**src/rtl/pc_branch_ctrl.sv**
```systemverilog
// Program-counter / fetch-control stage: run/halt FSM, writable branch-target LUT and
// saturating retired-instruction counter. Define BRANCH_RELATIVE_EN for PC-relative LUT entries.
module pc_branch_ctrl #(
  parameter int             PCW        = 10,
  parameter int             LUTW       = 3,
  parameter int             CNTW       = 16,
  parameter logic [PCW-1:0] START_ADDR = {PCW{1'b0}}
) (
  input  logic            clk,
  input  logic            reset,
  input  logic            start,
  input  logic            stall,
  input  logic            halt_req,
  input  logic            branch_en,
  input  logic            branch_bool,
  input  logic [LUTW-1:0] target_idx,
  input  logic            lut_we,
  input  logic [LUTW-1:0] lut_waddr,
  input  logic [PCW-1:0]  lut_wdata,
  output logic [PCW-1:0]  prog_counter,
  output logic            running,
  output logic            done,
  output logic [CNTW-1:0] instr_count
);

  localparam int              DEPTH   = 1 << LUTW;
  localparam logic [CNTW-1:0] CNT_MAX = {CNTW{1'b1}};

  typedef enum logic [1:0] {
    ST_IDLE = 2'd0,
    ST_RUN  = 2'd1,
    ST_HALT = 2'd2
  } state_t;

  state_t          state_q, state_d;
  logic [PCW-1:0]  pc_q, pc_d;
  logic [CNTW-1:0] cnt_q, cnt_d;
  logic [PCW-1:0]  lut_q [DEPTH];

  logic [PCW-1:0]  lut_entry_s;
  logic [PCW-1:0]  branch_pc_s;
  logic [PCW-1:0]  pc_inc_s;
  logic [CNTW-1:0] cnt_inc_s;

  // Branch target reads the pre-write LUT contents, so a same-cycle write is not visible yet.
  always_comb begin
    lut_entry_s = lut_q[target_idx];
`ifdef BRANCH_RELATIVE_EN
    branch_pc_s = pc_q + lut_entry_s;
`else
    branch_pc_s = lut_entry_s;
`endif
    pc_inc_s    = pc_q + {{(PCW-1){1'b0}}, 1'b1};
    cnt_inc_s   = (cnt_q == CNT_MAX) ? cnt_q : cnt_q + {{(CNTW-1){1'b0}}, 1'b1};
  end

  // Next-state: halt beats branch beats sequential increment; stall freezes everything.
  always_comb begin
    state_d = state_q;
    pc_d    = pc_q;
    cnt_d   = cnt_q;
    case (state_q)
      ST_IDLE, ST_HALT: begin
        if (start) begin
          state_d = ST_RUN;
          pc_d    = START_ADDR;
          cnt_d   = {CNTW{1'b0}};
        end else begin
          state_d = state_q;
        end
      end
      ST_RUN: begin
        if (stall) begin
          state_d = ST_RUN;
        end else if (halt_req) begin
          state_d = ST_HALT;
          cnt_d   = cnt_inc_s;
        end else if (branch_en && branch_bool) begin
          pc_d    = branch_pc_s;
          cnt_d   = cnt_inc_s;
        end else begin
          pc_d    = pc_inc_s;
          cnt_d   = cnt_inc_s;
        end
      end
      default: begin
        state_d = ST_IDLE;
        pc_d    = START_ADDR;
        cnt_d   = {CNTW{1'b0}};
      end
    endcase
  end

  // State, PC, counter and LUT registers with synchronous reset.
  always_ff @(posedge clk) begin
    if (reset) begin
      state_q <= ST_IDLE;
      pc_q    <= START_ADDR;
      cnt_q   <= {CNTW{1'b0}};
      for (int i = 0; i < DEPTH; i++) begin
        lut_q[i] <= {PCW{1'b0}};
      end
    end else begin
      state_q <= state_d;
      pc_q    <= pc_d;
      cnt_q   <= cnt_d;
      if (lut_we) begin
        lut_q[lut_waddr] <= lut_wdata;
      end
    end
  end

  assign prog_counter = pc_q;
  assign instr_count  = cnt_q;
  assign running      = (state_q == ST_RUN);
  assign done         = (state_q == ST_HALT);

endmodule

```
**config.mk**
```make
export PLATFORM = sky130hd
export DESIGN_NAME = pc_branch_ctrl
export DESIGN_NICKNAME = d
export VERILOG_FILES = /design/src/rtl/pc_branch_ctrl.sv
export SDC_FILE = /design/constraint.sdc
export NUM_CORES = 1
export LEC_CHECK = 0
export CAP_MARGIN = 20
export CORE_UTILIZATION = 44
export CTS_BUF_LIST = sky130_fd_sc_hd__clkbuf_8 sky130_fd_sc_hd__clkbuf_16
export CTS_CLUSTER_SIZE = 8
export DETAILED_ROUTE_END_ITERATION = 7
export GPL_TIMING_DRIVEN = 0
export SETUP_SLACK_MARGIN = 0.3
export SLEW_MARGIN = 40
export SYNTH_ARGS = -nofsm -noshare
export SYNTH_HDL_FRONTEND = slang
export SYNTH_SLANG_ARGS = --single-unit
```
**constraint.sdc**
```tcl
create_clock -name clk -period 2.9 [get_ports clk]
set_clock_uncertainty 0.15 [all_clocks]
set_input_delay 0.435 -clock clk [delete_from_list [all_inputs] [get_ports clk]]
set_output_delay 0.435 -clock clk [all_outputs]
set_load 0.01 [all_outputs]
```
Yosys cells after proc, flatten, opt, wreduce, memory -nomap -nowiden
Memories as Yosys holds them, arrays and structs flattened.
Index checks and enable logic that the tools add are counted.
{"block": "word_totals", "register_bits": 28, "ramBits": 80, "in_bits": 24, "elab_cells": 42, "n_memories": 1}
{"block": "op_classes", "n_addsub": 2, "n_eq_ne": 8, "mux": 21, "reduce_logical": 7}
{"memory": "lut_q", "depth": 8, "word_bits": 10, "read_ports": 1, "rd_clocked_by_memory_dff": 0, "write_ports": 8, "line_no": "38", "source": "logic [PCW-1:0] lut_q [DEPTH];"}
{"op": "$mux 10", "count": 5}
{"op": "$mux 16", "count": 3}
{"op": "$pmux 16 s2", "count": 1}
{"op": "$pmux 10 s2", "count": 1}
{"op": "$add 16x1->16 const B", "count": 1}
{"op": "$eq 16x16->1 const B", "count": 1}
{"op": "$add 10x1->10 const B", "count": 1}
{"op": "$reduce_or 10->1", "count": 1}
{"op": "$ne 2x2->1 const B", "count": 4}
{"op": "$mux 1", "count": 6}
{"op": "$mux 2", "count": 3}
{"op": "$reduce_and 3->1", "count": 2}
{"op": "$pmux 2 s2", "count": 1}
{"op": "$mux 3", "count": 1}
{"op": "$ne 3x3->1 const B", "count": 1}
{"op": "$eq 2x1->1 const B", "count": 1}
{"op": "$eq 2x2->1 const B", "count": 1}
{"op": "$logic_not 2->1", "count": 1}
{"op": "$reduce_and 2->1", "count": 1}
{"op": "$reduce_or 2->1", "count": 1}
{"op": "$logic_and 1x1->1", "count": 1}

Logic depth before layout (Yosys ltp)
Gate-level depths: netlist of run 1.
{"block": "depth", "word_depth": 5, "ltp_mapped": 7, "ltp_nobuf": 6}

Least setup slack after synthesis of run 1
No wires, ideal clock.
{"block": "synth_path", "path_kind": "input to register", "start": "in stall", "end": "reg pc_q[7], in the netlist prog_counter[7]", "setup_time_ns": 0.073, "arrival_time_ns": 1.873, "t_required_ns": 2.677, "slack_ns": 0.803, "stages": 6, "cell_sequence": "or4b_1 > buf_6 > a211o_1 > buf_6 > or3_1 > o211ai_2"}
{"block": "synth_via", "elab_chain_cells": 2}
{"item": "start, declared", "line_no": "12", "source": "input logic stall,"}
{"item": "$ne 2x2->1 (no line)"}
{"item": "$reduce_and 3->1 (no line)"}
{"item": "end signal, assigned", "line_no": "105", "source": "pc_q <= pc_d;"}
{"item": "end, declared", "line_no": "36", "source": "logic [PCW-1:0] pc_q, pc_d;"}
Every way passes these cells.
A chain may end at the register's enable or synchronous reset.

==> metrics.txt, run 1 <==
final non-filler cell total 626; Slew Limit Fails 0; Req. time, crit path 2.85 ns; switching portion of total power 21.5%; sw power 725 uW; total grt overflow 0; CP arrival 2.31 ns; Global Route Usage Sum 22.4%; final net count 504; asr flop ratio synth 0%; largest net degree at the start of global routing 18; sequential power share 52.0%; DRT antenna net count 0; Layout area overhead 21.7%; clk sinks 108; YS warnings 0; minimum clock period 2.36 ns; global placer's final weighted congestion 0.881; WL/cell 19.9 um; Max clock buf depth 2; fillers 1,006; Pwr Density 541 mW/mm2; Comb power frac 8.4%; worst vdd ir 0.000352 V; Cell variety after synth 46; CTS root buf clkbuf_16; unrepaired setup endpoints after global routing no; Crit. End Element flip-flop; most common cell after layout, fill and taps aside and2_1; antenna violations before repair 0; Setup violations, final 0; TritonCTS clock tree built; LEAKAGE 0.00215 uW; clock slew at reported path FFs 0.07 ns; I/O Buffers 49; outcome finished, final reports clean; register area share after synthesis 57.8%; relative slew slack 43.4%; Ant. Diodes 0; Multi-input gate area 0.00212 mm2; Storage cell area 0.00296 mm2; hold_buf cts 0; Synth Cell Area 0.00513 mm2; FF-to-FF setup slack 0.77 ns; Top FF cell, synth edfxtp_1; Post-DP Area 0.00589 mm2; vias 3,636; worst setup margin 0.544 ns; Initial Utilization 45.1%; Worst Hold Slack 0.365 ns; full die area 0.0121 mm2; Placed Cells 609; DP Worst Slack 0.0209 ns; Cells after Synth 411; Post-synth EDFFs 80; Util after Layout 54.9%; Residual DRC 0; H-tree Lvls 3; first-pass GRT wire length 19,100 um; startpoint types input port; layout cells sized above 1 13.7%; clock share of power 39.6%; actual slew at the worst max-slew pin 0.847 ns; fmax 424 MHz; Final HPWL DP 8650 um; Std-Cell Rows 39; crit-path max FO 10; WS Path Type input port to flip-flop; Pre-antenna DRT Iters 5; Period Utilization, post-route 81.2%; most frequent cells in the layout and2_1 (81), edfxtp_1 (80), clkdlybuf4s50_1 (49); final hold vios 0; Die Y 110 um; hold crit path type flip-flop to flip-flop; via/cell ratio 5.81; Post-Syn Area per Cell 12.5 um2; number of global-route vias before repair 3,472; number of I/O pins 52; Int Power 2650 uW; total wire length 12,500 um; max cap viols 0; Core Area 0.0114 mm2; number of DRC markers in iteration 0 261; post-synth net total 437; chip width 110 um; Seq cells post-synth 108; post-route cell area 0.00624 mm2; total CTS buffers 9; worst-skew pair later-pin latency 0.35 ns
==> state kept, by name, indices dropped and copies added, names as in the netlist <==
| register | cells |
|---|---|
| state_q | 2 |
| instr_count | 16 |
| lut_q | 80 |
| prog_counter | 10 |
==> Yosys cell counts, types with 3 or more instances <==
cell type | count | area [um2]
nand3_1 | 15 | 75.1
nand2_1 | 23 | 86.3
edfxtp_1 | 80 | 2400
and3_1 | 5 | 31.3
mux2i_1 | 10 | 100
nor3_1 | 4 | 20.0
clkbuf_1 | 6 | 22.5
o41ai_1 | 3 | 26.3
o221ai_1 | 7 | 61.3
a31oi_1 | 7 | 43.8
mux4_2 | 20 | 450
nand4_1 | 9 | 56.3
and4_1 | 5 | 43.8
nand2b_1 | 3 | 18.8
buf_2 | 3 | 15.0
a21oi_1 | 8 | 40.0
or2_2 | 3 | 18.8
dfxtp_1 | 28 | 561
o31ai_1 | 6 | 45.0
o21ai_0 | 27 | 135
nor2_1 | 24 | 90.1
and2_1 | 81 | 507
==> worst paths after layout <==
check	startpoint	to	depth (start not counted)
min reg2reg	prog_counter[9]$_SDFFE_PP0P_	prog_counter[9]$_SDFFE_PP0P_	2
max	reset	lut_q[1][1]$_SDFFCE_PN0P_	6
max reg2reg	instr_count[8]$_SDFFE_PP0P_	instr_count[10]$_SDFFE_PP0P_	7
min	prog_counter[9]$_SDFFE_PP0P_	prog_counter[9]$_SDFFE_PP0P_	2
==> logic make-up (layout without fill, tap and decap cells) <==
group	Yosys count	after routing	share of synthesized area (%)
AO/OA/AOI/OAI	72	72	9.27
XOR/XNOR	1	1	0.171
adder cells (fa/ha/maj)	2	2	0.488
buffers and inverters	16	88	1.54
flip-flops	108	108	57.8
multiplexers	30	30	10.7
AND/OR/NAND/NOR	182	182	20.0
==> stage by stage <==
stage | TNS (ns) | power, uW
after global routing | 0 | 3480
after detailed placement | 0 | 2070
final | 0 | 3370
after CTS | 0 | 3390
after global placement | -32.98 | 2060
after floorplan | 0 | 1930
==> power by group through the flow <==
stage                     Sequential [uW]  Clock (uW)  Combinational [uW]
after floorplan                      1780           0                 152
after global placement               1790           0                 269
after detailed placement             1790           0                 284
after CTS                            1750        1350                 285
after global routing                 1760        1410                 306
final                                1750        1340                 284
==> metal layers <==
metal,share of wire [%],global-route usage (%),vias to the layer above
met3,4.3,3.20,20
met2,50,37.7,114
met5,0,0,-
met4,2.6,10.2,0
li1,-,-,1719
met1,43,28.5,1783
==> critical path, stage by stage <==
cell and delay [ns]:
clkdlybuf4s50_1 0.54, clkinv_1 0.37, nand3_2 0.33, nor3_1 0.08
clkbuf_1 0.29, and2_1 0.26
==> what timing repair did <==
| action | CTS | global route |
|---|---|---|
| buffers inserted | 0 | 1 |
| endpoints found under the setup margin | 0 | 18 |
| gates resized for setup | 0 | 3 |
==> cell type report <==
class                           count  share of cell area, %
Buffer                             13                   1.12
Clock buffer                       12                   4.63
Clock inverter                      4                  0.722
Inverter                            3                  0.181
Multi-Input combinational cell    287                   34.0
Sequential cell                   108                   47.5
Tap cell                          143                   2.87
Timing Repair Buffer               56                   8.95
(Power assumes the default switching activity.)
==> run 2: changes to the inputs <==
PLACE_DENSITY = 0.67   (was default)
clock period = 2.1 ns   (was 2.9 ns; I/O delays follow)
==> run 2 against run 1 <==
Critical path type unchanged. Critical endpoint is now prog_counter[7]$_SDFFE_PP0P_. Sequential cell count is the same. Die area unchanged. Clock power up 21%. Clock-buffer cell count fell by 3. Non-clock buffer count grew 17. Largest power group unchanged. Final area rose by 6.4%. Critical path depth up 1.
==> metrics.txt, run 2 (synthesized netlist as in run 1, its figures left out) <==
outcome finished, final reports clean; H-tree Lvls 3; unrepaired setup endpoints after global routing yes; delay-heaviest family, CP simple AND/OR/NAND/NOR gates; largest net degree at the start of global routing 19; Worst Hold Slack 0.324 ns; worst vdd ir 0.000486 V; Slew Limit Fails 0; Biggest register lut_q; Initial Utilization 45.1%; CP peak stage delay 0.56 ns; Final HPWL DP 8290 um; antenna violations before repair 0; Sum Neg Setup Slack 0 ns; hold_buf cts 0; Pre-antenna DRT Iters 5; DR WL met2 6430 um; WS Path Type input port to flip-flop; minimum clock period 1.98 ns; global placer's final weighted congestion 0.822; Top Metal Used met4; Die Y 110 um; layout cells sized above 1 26.7%; CP arrival 2.11 ns; Ant. Diodes 0; number of DRC markers in iteration 0 330; WL met1 5500 um; via/cell ratio 5.80; total wire length 12,700 um; worst setup margin 0.116 ns; Worst Hold Path EP instr_count[10]$_SDFFE_PP0P_; total grt overflow 0; max cap viols 0; Setup violations, final 0; most frequent cells in the layout and2_1 (81), edfxtp_1 (80), clkdlybuf4s50_1 (40); final net count 522; most common cell after layout, fill and taps aside and2_1; Core Area 0.0114 mm2; total CTS buffers 9; DP Worst Slack -0.643 ns; vias 3,737; Crit. End Element flip-flop; Period Utilization, post-route 94.5%; CP Buf/Inv Count 3; first-pass GRT wire length 18,800 um; crit-path max FO 8; hold crit path type flip-flop to flip-flop; number of global-route vias before repair 3,416; slowest CP cell or4b_4; max FFs per register 80; clk sinks 108; I/O Buffers 49; WL met3 640 um; Max clock buf depth 2; clock slew at reported path FFs 0.07 ns; relative slew slack 64.5%; Std-Cell Rows 39; Worst Setup SP reset; DRT antenna net count 0; Layout area overhead 29.5%; Req. time, crit path 2.22 ns; Hold Startpoint instr_count[10]$_SDFFE_PP0P_; fillers 918; Global Route Usage Sum 21.5%; Util after Layout 58.4%; number of I/O pins 52; TritonCTS clock tree built; worst r2r src state_q[0]$_SDFFE_PP0P_; full die area 0.0121 mm2; WHS Path Cells 1; worst-skew pair later-pin latency 0.35 ns; crit path cell chain dlygate4sd2_1 -> or4b_4 -> buf_8 -> a211o_1 -> buf_6 -> or3_4 -> o211ai_2; final hold vios 0; WL/cell 19.7 um; CTS root buf clkbuf_16; startpoint types input port; Residual DRC 0; actual slew at the worst max-slew pin 0.533 ns; Pwr Density 677 mW/mm2; LEAKAGE 0.00238 uW; Reg2Reg Depth 6; R2R Path End prog_counter[7]$_SDFFE_PP0P_; chip width 110 um; FF-to-FF setup slack 0.12 ns; fmax 504 MHz
## run 2: cell types whose count changed in the layout (fill, tap and decap cells not counted), moves of 4 or more
cell | before | now
o21ai_2 | 6 | 0
clkbuf_1 | 5 | 1
dfxtp_2 | 0 | 18
o21ai_0 | 21 | 15
dlymetal6s2s_1 | 0 | 6
o21ai_4 | 0 | 6
o21ai_1 | 0 | 6
buf_6 | 6 | 11
nor2_1 | 20 | 13
clkdlybuf4s50_1 | 49 | 40
buf_4 | 3 | 15
nor2_4 | 0 | 5
dfxtp_1 | 28 | 7
## run 2: layout make-up
class | count | area [um2] | area share, %
clock buffer | 9 | 225 | 3.39
multi-input combinational | 288 | 2340 | 35.2
inverter | 3 | 18.8 | 0.283
buffer | 13 | 104 | 1.56
sequential | 108 | 3000 | 45.1
timing repair buffer | 73 | 724 | 10.9
tap | 143 | 179 | 2.69
clock inverter | 7 | 52.6 | 0.791
## run 2: power breakdown
| group | internal [uW] | leakage, uW | switching [uW] |
|---|---|---|---|
| registers | 2390 | 0.00100 | 32.7 |
| logic | 210 | 0.00124 | 250 |
| clock network | 817 | 0.000141 | 799 |
| total | 3410 | 0.00238 | 1080 |
## run 2: timing repair
action	4_1_cts	5_1_grt
buffers inserted	11	7
gates resized for setup	64	41
gates cloned	0	1
pin swaps	6	11
endpoints found under the setup margin	203	151
## run 2: worst reg2reg max path: stages, from the launching register on
cell and delay (ns):
dfxtp_4 0.37, or4b_4 0.47, buf_8 0.14, a211o_1 0.24, buf_6 0.14, or3_4 0.33, o211ai_2 0.07
## run 2: how the worst max path moves through the flow
stage,slack [ns],end,depth (start not counted)
after floorplan,0.15,lut_q[2][0]$_SDFFCE_PN0P_,3
after global placement,-1.28,lut_q[5][3]$_SDFFCE_PN0P_,4
after detailed placement,-0.64,prog_counter[9]$_SDFFE_PP0P_,5
after CTS,0.12,prog_counter[7]$_SDFFE_PP0P_,6
after global routing,0.09,prog_counter[6]$_SDFFE_PP0P_,8
final,0.12,prog_counter[7]$_SDFFE_PP0P_,7
## run 2: per-layer routing
metal / global-route usage [%] / vias up
met1: 29.1 / 1853
met3: 3.97 / 11
met2: 35.5 / 115
met5: 0 / -
li1: - / 1758
met4: 5.81 / 0
## run 2: per-stage QoR
stage	area, um2	std cells	total power (uW)
2_1_floorplan	5140	411	2670
3_5_place_dp	5900	609	2860
3_3_place_gp	5810	603	2830
6_report	6640	644	4490
5_1_grt	6640	644	4650
4_1_cts	6410	636	4470
==> run 3: changes to the inputs <==
CTS_CLUSTER_DIAMETER = 200   (was default)
==> results of run 3 <==
No change in the layout: final DEF, timing and power equal those of run 2.
